`config.mk`:
```
export PLATFORM = sky130hd
export DESIGN_NAME = tx_xgmii_framer
export DESIGN_NICKNAME = d
export VERILOG_FILES = /design/src/rtl/xgmii_pkg.sv /design/src/rtl/xgmii_term_insert.sv /design/src/rtl/tx_xgmii_framer.sv
export SDC_FILE = /design/constraint.sdc
export NUM_CORES = 1
export LEC_CHECK = 0
export ABC_AREA = 1
export BUFFER_PORTS_ARGS = -buffer_cell sky130_fd_sc_hd__buf_4
export CORE_ASPECT_RATIO = 1.25
export CORE_MARGIN = 5
export CORE_UTILIZATION = 49
export DETAILED_ROUTE_END_ITERATION = 7
export GPL_ROUTABILITY_DRIVEN = 0
export PLACE_DENSITY = 0.91
export SYNTH_ARGS = -nofsm -noshare
export SYNTH_HDL_FRONTEND = slang
export SYNTH_SLANG_ARGS = --single-unit
```
`constraint.sdc`:
```
create_clock -name txclk_in -period 3.4 [get_ports txclk_in]
set_input_delay 0.68 -clock txclk_in [delete_from_list [all_inputs] [get_ports txclk_in]]
set_output_delay 0.68 -clock txclk_in [all_outputs]
set_load 0.02 [all_outputs]
```
`src/rtl/xgmii_pkg.sv`:
```
// xgmii_pkg: XGMII control codes, fixed words and the tx framer state type.
// Shared by tx_xgmii_framer and xgmii_term_insert; no ports.
package xgmii_pkg;

    localparam logic [7:0] XGMII_IDLE  = 8'h07;
    localparam logic [7:0] XGMII_START = 8'hFB;
    localparam logic [7:0] XGMII_TERM  = 8'hFD;
    localparam logic [7:0] XGMII_ERR   = 8'hFE;

    localparam logic [63:0] XGMII_PREAMBLE = {56'hD5555555555555, XGMII_START};
    localparam logic [63:0] IDLE_WORD      = {8{XGMII_IDLE}};
    localparam logic [63:0] TERM_WORD      = {{7{XGMII_IDLE}}, XGMII_TERM};
    localparam logic [63:0] ERR_WORD       = {XGMII_TERM, {7{XGMII_ERR}}};

    typedef enum logic [2:0] {
        IDLE,
        DATA,
        TERM,
        IFG,
        DRAIN
    } tx_state_t;

    // Number of consecutive set bits starting at bit 0 (0..8).
    function automatic logic [3:0] lead_ones(input logic [7:0] keep);
        logic [3:0] n;
        n = 4'd8;
        for (int i = 7; i >= 0; i--) begin
            if (!keep[i]) n = 4'(i);
        end
        return n;
    endfunction

endpackage

```
`src/rtl/xgmii_term_insert.sv`:
```
// xgmii_term_insert: places /T/ after the valid bytes of a last beat.
// Ports: data/keep in; txd/txc out (lanes < n data, lane n FD, rest 07).
module xgmii_term_insert
    import xgmii_pkg::*;
(
    input  logic [63:0] data,
    input  logic [7:0]  keep,
    output logic [63:0] txd,
    output logic [7:0]  txc
);

    logic [3:0] n;

    // Only the leading run of ones counts; bytes above the first gap are dropped.
    always_comb begin
        n   = lead_ones(keep);
        txd = IDLE_WORD;
        txc = 8'hFF;
        for (int i = 0; i < 8; i++) begin
            if (i < int'(n)) begin
                txd[8*i +: 8] = data[8*i +: 8];
                txc[i]        = 1'b0;
            end else if (i == int'(n)) begin
                txd[8*i +: 8] = XGMII_TERM;
            end
        end
    end

endmodule

```
`src/rtl/tx_xgmii_framer.sv`:
```
// tx_xgmii_framer: client beats -> XGMII words with start, /T/, /E/ and IFG.
// Ports: txclk_in, reset_in, tx_data/keep/valid/last/ready, xgmii_txd/txc, pulses.
module tx_xgmii_framer
    import xgmii_pkg::*;
#(
    parameter int IFG_WORDS = 2
)
(
    input  logic        txclk_in,
    input  logic        reset_in,
    input  logic [63:0] tx_data,
    input  logic [7:0]  tx_keep,
    input  logic        tx_valid,
    input  logic        tx_last,
    output logic        tx_ready,
    output logic [63:0] xgmii_txd,
    output logic [7:0]  xgmii_txc,
    output logic        tx_underrun,
    output logic        tx_frame_done
);

    localparam int CW = (IFG_WORDS > 1) ? $clog2(IFG_WORDS) : 1;
    // With no IFG words the framer returns straight to IDLE after /T/.
    localparam tx_state_t POST_T = (IFG_WORDS == 0) ? IDLE : IFG;

    tx_state_t     state;
    logic [CW-1:0] ifg_cnt;
    logic [63:0]   t_txd;
    logic [7:0]    t_txc;
    logic          ifg_end;

    xgmii_term_insert u_term (
        .data (tx_data),
        .keep (tx_keep),
        .txd  (t_txd),
        .txc  (t_txc)
    );

    assign tx_ready = (state == DATA) || (state == DRAIN);
    assign ifg_end  = (int'(ifg_cnt) >= IFG_WORDS - 1);

    always_ff @(posedge txclk_in) begin
        if (reset_in) begin
            state         <= IDLE;
            ifg_cnt       <= '0;
            xgmii_txd     <= IDLE_WORD;
            xgmii_txc     <= 8'hFF;
            tx_underrun   <= 1'b0;
            tx_frame_done <= 1'b0;
        end else begin
            xgmii_txd     <= IDLE_WORD;
            xgmii_txc     <= 8'hFF;
            tx_underrun   <= 1'b0;
            tx_frame_done <= 1'b0;
            unique case (state)
                IDLE: begin
                    if (tx_valid) begin
                        xgmii_txd <= XGMII_PREAMBLE;
                        xgmii_txc <= 8'h01;
                        state     <= DATA;
                    end
                end
                DATA: begin
                    if (!tx_valid) begin
                        xgmii_txd   <= ERR_WORD;
                        tx_underrun <= 1'b1;
                        state       <= DRAIN;
                    end else if (!tx_last) begin
                        xgmii_txd <= tx_data;
                        xgmii_txc <= 8'h00;
                    end else begin
                        // A full last beat has no room for /T/; it goes out next word.
                        xgmii_txd <= t_txd;
                        xgmii_txc <= t_txc;
                        if (&tx_keep) begin
                            state <= TERM;
                        end else begin
                            tx_frame_done <= 1'b1;
                            state         <= POST_T;
                        end
                    end
                end
                TERM: begin
                    xgmii_txd     <= TERM_WORD;
                    tx_frame_done <= 1'b1;
                    state         <= POST_T;
                end
                IFG: begin
                    if (ifg_end) begin
                        ifg_cnt <= '0;
                        state   <= IDLE;
                    end else begin
                        ifg_cnt <= ifg_cnt + 1'b1;
                    end
                end
                DRAIN: begin
                    if (tx_valid && tx_last) state <= POST_T;
                end
                default: state <= IDLE;
            endcase
        end
    end

endmodule

```
==> results of run 1 <==
-- final cells by class --
class	count	area (sq um)	share of cell area
multi-input cells	262	1230	0.279
repair buffers	152	1140	0.259
flip-flops and latches	78	1560	0.355
inverters	39	146	0.0333
clock buffers	10	128	0.0290
well taps	82	103	0.0233
clock inverters	6	93.8	0.0213
-- worst max-delay path by stage --
stage	endpoint	startpoint	slack (ns)
3_3_place_gp	xgmii_txd[36]$_SDFF_PP0_	tx_last	0.90
3_5_place_dp	xgmii_txd[38]$_SDFF_PP0_	tx_last	0.73
4_1_cts	xgmii_txd[18]$_SDFF_PP1_	state[0]$_SDFFE_PP0P_	0.86
6_report	xgmii_txd[18]$_SDFF_PP1_	state[0]$_SDFFE_PP0P_	0.81
2_1_floorplan	xgmii_txd[49]$_SDFF_PP1_	tx_keep[3]	1.62
5_1_grt	xgmii_txd[18]$_SDFF_PP1_	state[0]$_SDFFE_PP0P_	0.68
-- layer usage --
layer | vias to the layer above | part of all wire
met2 | 235 | 0.52
li1 | 1571 | -
met3 | 53 | 0.090
met4 | 0 | 0.049
met1 | 1515 | 0.34
met5 | - | 0
-- worst max-delay path, stage by stage (launching register included) --
cell and delay, ns:
dfxtp_1 0.40, inv_1 0.09, nor3_2 0.13, buf_4 0.33
inv_1 0.24, nor2_2 0.47, inv_2 0.29, nor2_2 0.36
nand3b_1 0.14
-- stage by stage --
step,setup WS [ns],cell area [sq um]
2_1_floorplan,1.62,3000
3_3_place_gp,0.896,4180
3_5_place_dp,0.734,4180
4_1_cts,0.864,4400
5_1_grt,0.684,4400
6_report,0.810,4400
-- cell usage after synthesis, types with 4 or more instances --
| cell type | number |
|---|---|
| a21oi_1 | 55 |
| nor3_1 | 5 |
| nor2_1 | 29 |
| inv_2 | 4 |
| nand2_1 | 103 |
| clkbuf_1 | 5 |
| nand3b_1 | 5 |
| o21ai_0 | 29 |
| inv_1 | 35 |
| nand3_1 | 10 |
| dfxtp_1 | 78 |
| buf_2 | 6 |
-- where the power goes --
group / switching [mW] / internal (mW)
Sequential: 0.0531 / 1.06
Combinational: 0.540 / 0.337
Clock: 0.347 / 0.420
Total: 0.940 / 1.82
-- layout by cell type, fill, tap and decap left out, types with 4 or more instances in the layout --
cell	Yosys	routed
a21oi_1	55	55
nor3_1	5	4
dfxtp_1	78	78
nand3_1	10	10
o21ai_0	29	29
nand2_1	103	103
nand3b_1	5	5
nor2_1	29	29
clkbuf_8	0	9
inv_1	35	35
inv_2	4	4
buf_4	1	152
-- cell families after synthesis --
group | after synthesis | share of synthesized area
simple gates | 161 | 0.226
compound gates | 101 | 0.181
buf+inv | 54 | 0.0718
flops | 78 | 0.521
-- sequential cells by signal (all words and copies together) (netlist names) --
| signal | flops |
|---|---|
| tx_frame_done | 1 |
| state | 3 |
| xgmii_txd | 64 |
| tx_underrun | 1 |
| ifg_cnt | 1 |
| xgmii_txc | 8 |
==> flow_summary.toml, run 1 <==
[run_status]
status = "completed"

[cells_and_area]
n_fill_cell = 427
fin_util = 0.751
final_nets = 618
layoutNonFillerInstCount = 629
areaGrowthSynthToFinish_pct = 46.7
antenna_cells = 0
layout-drive-gt1-share = 0.336

[worst_setup_path]
worst-r2r-setup-slack_ns = 0.81
startpoint_type = "register"
rr_worst_depth = 8
worstPathMaxFanout = 29
crit_path_end_kind = "register"
rr_endpoint = "xgmii_txd[18]$_SDFF_PP1_"
rr_startpoint = "state[0]$_SDFFE_PP0P_"
crit_required_ns = 3.62
crit_type = "register to register"
arrival_ns = 2.81

[clocking]
clock_sink_count = 78
clkTransAtPathRegs_ns = 0.08
cts_setup_buffers = 0
cts-htree-levels = 3
cts_buffer_depth = 2
clkLatencyLatePin_ns = 0.35
cts_hold_buf = 0
cts_tree = "done"
cts_root_buffer = "clkbuf_8"
post_cts_resized = 0
cts_made_buffers = 9

[power_and_ir_drop]
power_mw = 2.76
ir_drop_mv = 0.507
p_leak_nw = 2.14
p_per_area_nw_per_um2 = 627

[grt]
met3_usage = 0.0584
grt_pass1_vias = 3406
grt_pass1_wl_microns = 16500
grt_usage = 0.269
grt_util_met2 = 0.471
grt_max_degree = 30
antenna_found_initial = 0
met1_usage = 0.285
globalRouteOverflowTotal = 0
grt_busiest_layer = "met2"

[synth]
syn_area_per_cell_sq_um = 7.61
syn-cell-area_sq_um = 3000
async_flop_share = 0
synth_nets = 470
synth_top_area_share = 0.521
synth_top_flop_cell = "dfxtp_1"
yosysTopAreaCell = "dfxtp_1"
synth_edf_count = 0
synthCells = 394
synth-seq-cells = 78
yosysWarnings = 0
ys_types = 29
synthTopCellsByArea = "dfxtp_1, nand2_1, a21oi_1"
yosysSeqAreaShare = 0.521

[worst_hold_path]
holdPathEnd = "ifg_cnt$_SDFFE_PP0N_"
holdCritStartpoint = "ifg_cnt$_SDFFE_PP0N_"
hold_path_class = "register to register"
min_path_cells = 2

[floorplanning]
fp.coreArea_sq_um = 5860
start_util = 0.512
fp.dieW_microns = 80.0
io-pin-count = 151
dieArea_sq_um = 7790
die_h_microns = 97.5
rows = 31

[drt]
drt_iter0_drc = 371
routed_via_density = 5.36
wl_per_cell_microns = 16.8
drc = 0
drtAntennaViolNets = 0
routed_wl_microns = 10600
first_pass_iters = 7
vias = 3374

[sta]
worst_slew_margin_rel = 0.425
fin_skew_ns = 0.00703
setup_violations = 0
rsz0062_at_grt = "no"
final_max_slew_viol_count = 0
hold_ws_ns = 0.482
fin_crit_ns = 2.59
worst_pin_slew_ns = 0.859
fmax_mhz = 386
layout_worst_path_cycle_share = 0.762
setup-tns-final_ns = 0
hold_viol_final = 0

[placed_design]
placedCellCount = 613
port_buffers = 150
dpl.hpwl_microns = 7930

[flow_run]
maxCapViolCount = 0
No activity file was read; power rests on OpenSTA's default activity.
==> run 2, diff against run 1 <==
--- a/config.mk
+++ b/config.mk
@@ -9,10 +9,10 @@
 export BUFFER_PORTS_ARGS = -buffer_cell sky130_fd_sc_hd__buf_4
 export CORE_ASPECT_RATIO = 1.25
 export CORE_MARGIN = 5
-export CORE_UTILIZATION = 49
+export CORE_UTILIZATION = 45
 export DETAILED_ROUTE_END_ITERATION = 7
 export GPL_ROUTABILITY_DRIVEN = 0
-export PLACE_DENSITY = 0.91
+export PLACE_DENSITY = 0.85
 export SYNTH_ARGS = -nofsm -noshare
 export SYNTH_HDL_FRONTEND = slang
 export SYNTH_SLANG_ARGS = --single-unit
==> constraint.sdc (replaced) <==
create_clock -name txclk_in -period 2.55 [get_ports txclk_in]
set_input_delay 0.51 -clock txclk_in [delete_from_list [all_inputs] [get_ports txclk_in]]
set_output_delay 0.51 -clock txclk_in [all_outputs]
set_load 0.02 [all_outputs]
==> run 2 against run 1 <==
  * Design area grew 0.51%
  * Flip-flop and latch count is the same
  * Non-clock buffer count rose by 2
  * Global-route usage is 2.9 points lower
  * Worst hold slack got worse by 0.14 ns
  * Total power up 33%
  * Combinational power up 32%
  * Critical path type is now register to primary output
  * Critical endpoint is now tx_ready
==> flow_summary.toml, run 2 (synthesized netlist as in run 1, its figures left out) <==
[sta]
rsz0062_at_grt = "no"
hold_ws_ns = 0.341
setup_violations = 0
layout_worst_path_cycle_share = 0.752
hold_viol_final = 0
setup-tns-final_ns = 0
fin_skew_ns = 0.0123
fmax_mhz = 521
worst_slew_margin_rel = 0.639
worst_pin_slew_ns = 0.540
fin_crit_ns = 1.92
final_max_slew_viol_count = 0

[cells_and_area]
largest_register = "xgmii_txd"
multiInputGateArea_sq_um = 1230
layoutNonFillerInstCount = 636
layout-drive-gt1-share = 0.339
final_cell_mix = "buf_4, nand2_1, dfxtp_1"
antenna_cells = 0
final_nets = 620
fin_util = 0.678
register_area_sq_um = 1560
top_regs = "xgmii_txd x64, xgmii_txc x8, state x3"
largest_reg_flops = 64
areaGrowthSynthToFinish_pct = 47.5
final_common_cell = "buf_4"
n_fill_cell = 564

[clocking]
cts_made_buffers = 9
cts_tree = "done"
clkTransAtPathRegs_ns = 0.08
post_cts_resized = 0
cts_setup_buffers = 0
clkLatencyLatePin_ns = 0.36
cts_buffer_depth = 2
cts-htree-levels = 3
clock_sink_count = 78
cts_root_buffer = "clkbuf_8"
cts_hold_buf = 0

[floorplanning]
rows = 33
fp.coreArea_sq_um = 6520
dieArea_sq_um = 8400
io-pin-count = 151
fp.dieW_microns = 83.0
start_util = 0.460
die_h_microns = 101

[drt]
drtAntennaViolNets = 0
routed_via_density = 5.19
drc = 0
wl_per_cell_microns = 16.2
routed_wl_microns = 10300
vias = 3298
first_pass_iters = 5
drt_iter0_drc = 355

[grt]
antenna_found_initial = 0
grt_usage = 0.240
grt_max_degree = 29
globalRouteOverflowTotal = 0
grt_pass1_vias = 3300
grt_pass1_wl_microns = 15900

[worst_hold_path]
hold_path_class = "primary input to register"
min_path_cells = 2

[worst_setup_path]
crit_path_end_kind = "primary output"
startpoint_type = "register"
crit_type = "register to primary output"
crit_required_ns = 2.04
arrival_ns = 1.41
rr_worst_depth = 7
worstPathMaxFanout = 8

[power_and_ir_drop]
power_mw = 3.68
p_per_area_nw_per_um2 = 831
p_leak_nw = 2.15
ir_drop_mv = 0.466

[run_status]
status = "completed"

[placed_design]
placedCellCount = 620
port_buffers = 150
dpl.hpwl_microns = 7820

[flow_run]
maxCapViolCount = 0
## run 2: layer usage
layer / track usage / vias to the layer above / part of all wire
met4: 0.136 / 0 / 0.044
li1: - / 1573 / -
met3: 0.0692 / 39 / 0.082
met1: 0.247 / 1498 / 0.36
met5: 0 / - / 0
met2: 0.440 / 188 / 0.52
## run 2: final cells by class
type                       instances  area share
timing repair buffer             154       0.261
sequential                        78       0.353
tap                               87      0.0246
multi-input combinational        262       0.277
clock inverter                     5      0.0184
clock buffer                      11      0.0320
inverter                          39      0.0331
## run 2: report_power, final
| part | leakage (nW) | total (mW) | switching, mW | internal (mW) |
|---|---|---|---|---|
| Clock | 0.110 | 1.03 | 0.453 | 0.580 |
| Combinational | 1.40 | 1.16 | 0.709 | 0.454 |
| Sequential | 0.642 | 1.48 | 0.0666 | 1.41 |
## run 2: worst paths after layout
| path | slack, ns | from | to |
|---|---|---|---|
| hold reg to reg | 0.47 | ifg_cnt$_SDFFE_PP0N_ | ifg_cnt$_SDFFE_PP0N_ |
| setup reg to reg | 0.70 | state[1]$_SDFFE_PP0P_ | xgmii_txd[50]$_SDFF_PP1_ |
| setup / recovery | 0.63 | state[2]$_SDFFE_PP0P_ | tx_ready |
| hold / removal | 0.34 | tx_data[34] | xgmii_txd[34]$_SDFF_PP1_ |
## run 2: critical path, stage by stage, from the launching register on
cell	delay, ns
dfxtp_1	0.45
nor3_2	0.08
inv_1	0.26
nand2_1	0.10
buf_4	0.17
## run 2: per-stage QoR
step / instance area [sq um] / setup slack, ns
after floorplan: 3000 / 0.945
after global placement: 4200 / 0.579
after detailed placement: 4200 / 0.499
after CTS: 4420 / 0.625
after global routing: 4420 / 0.545
final: 4420 / 0.632
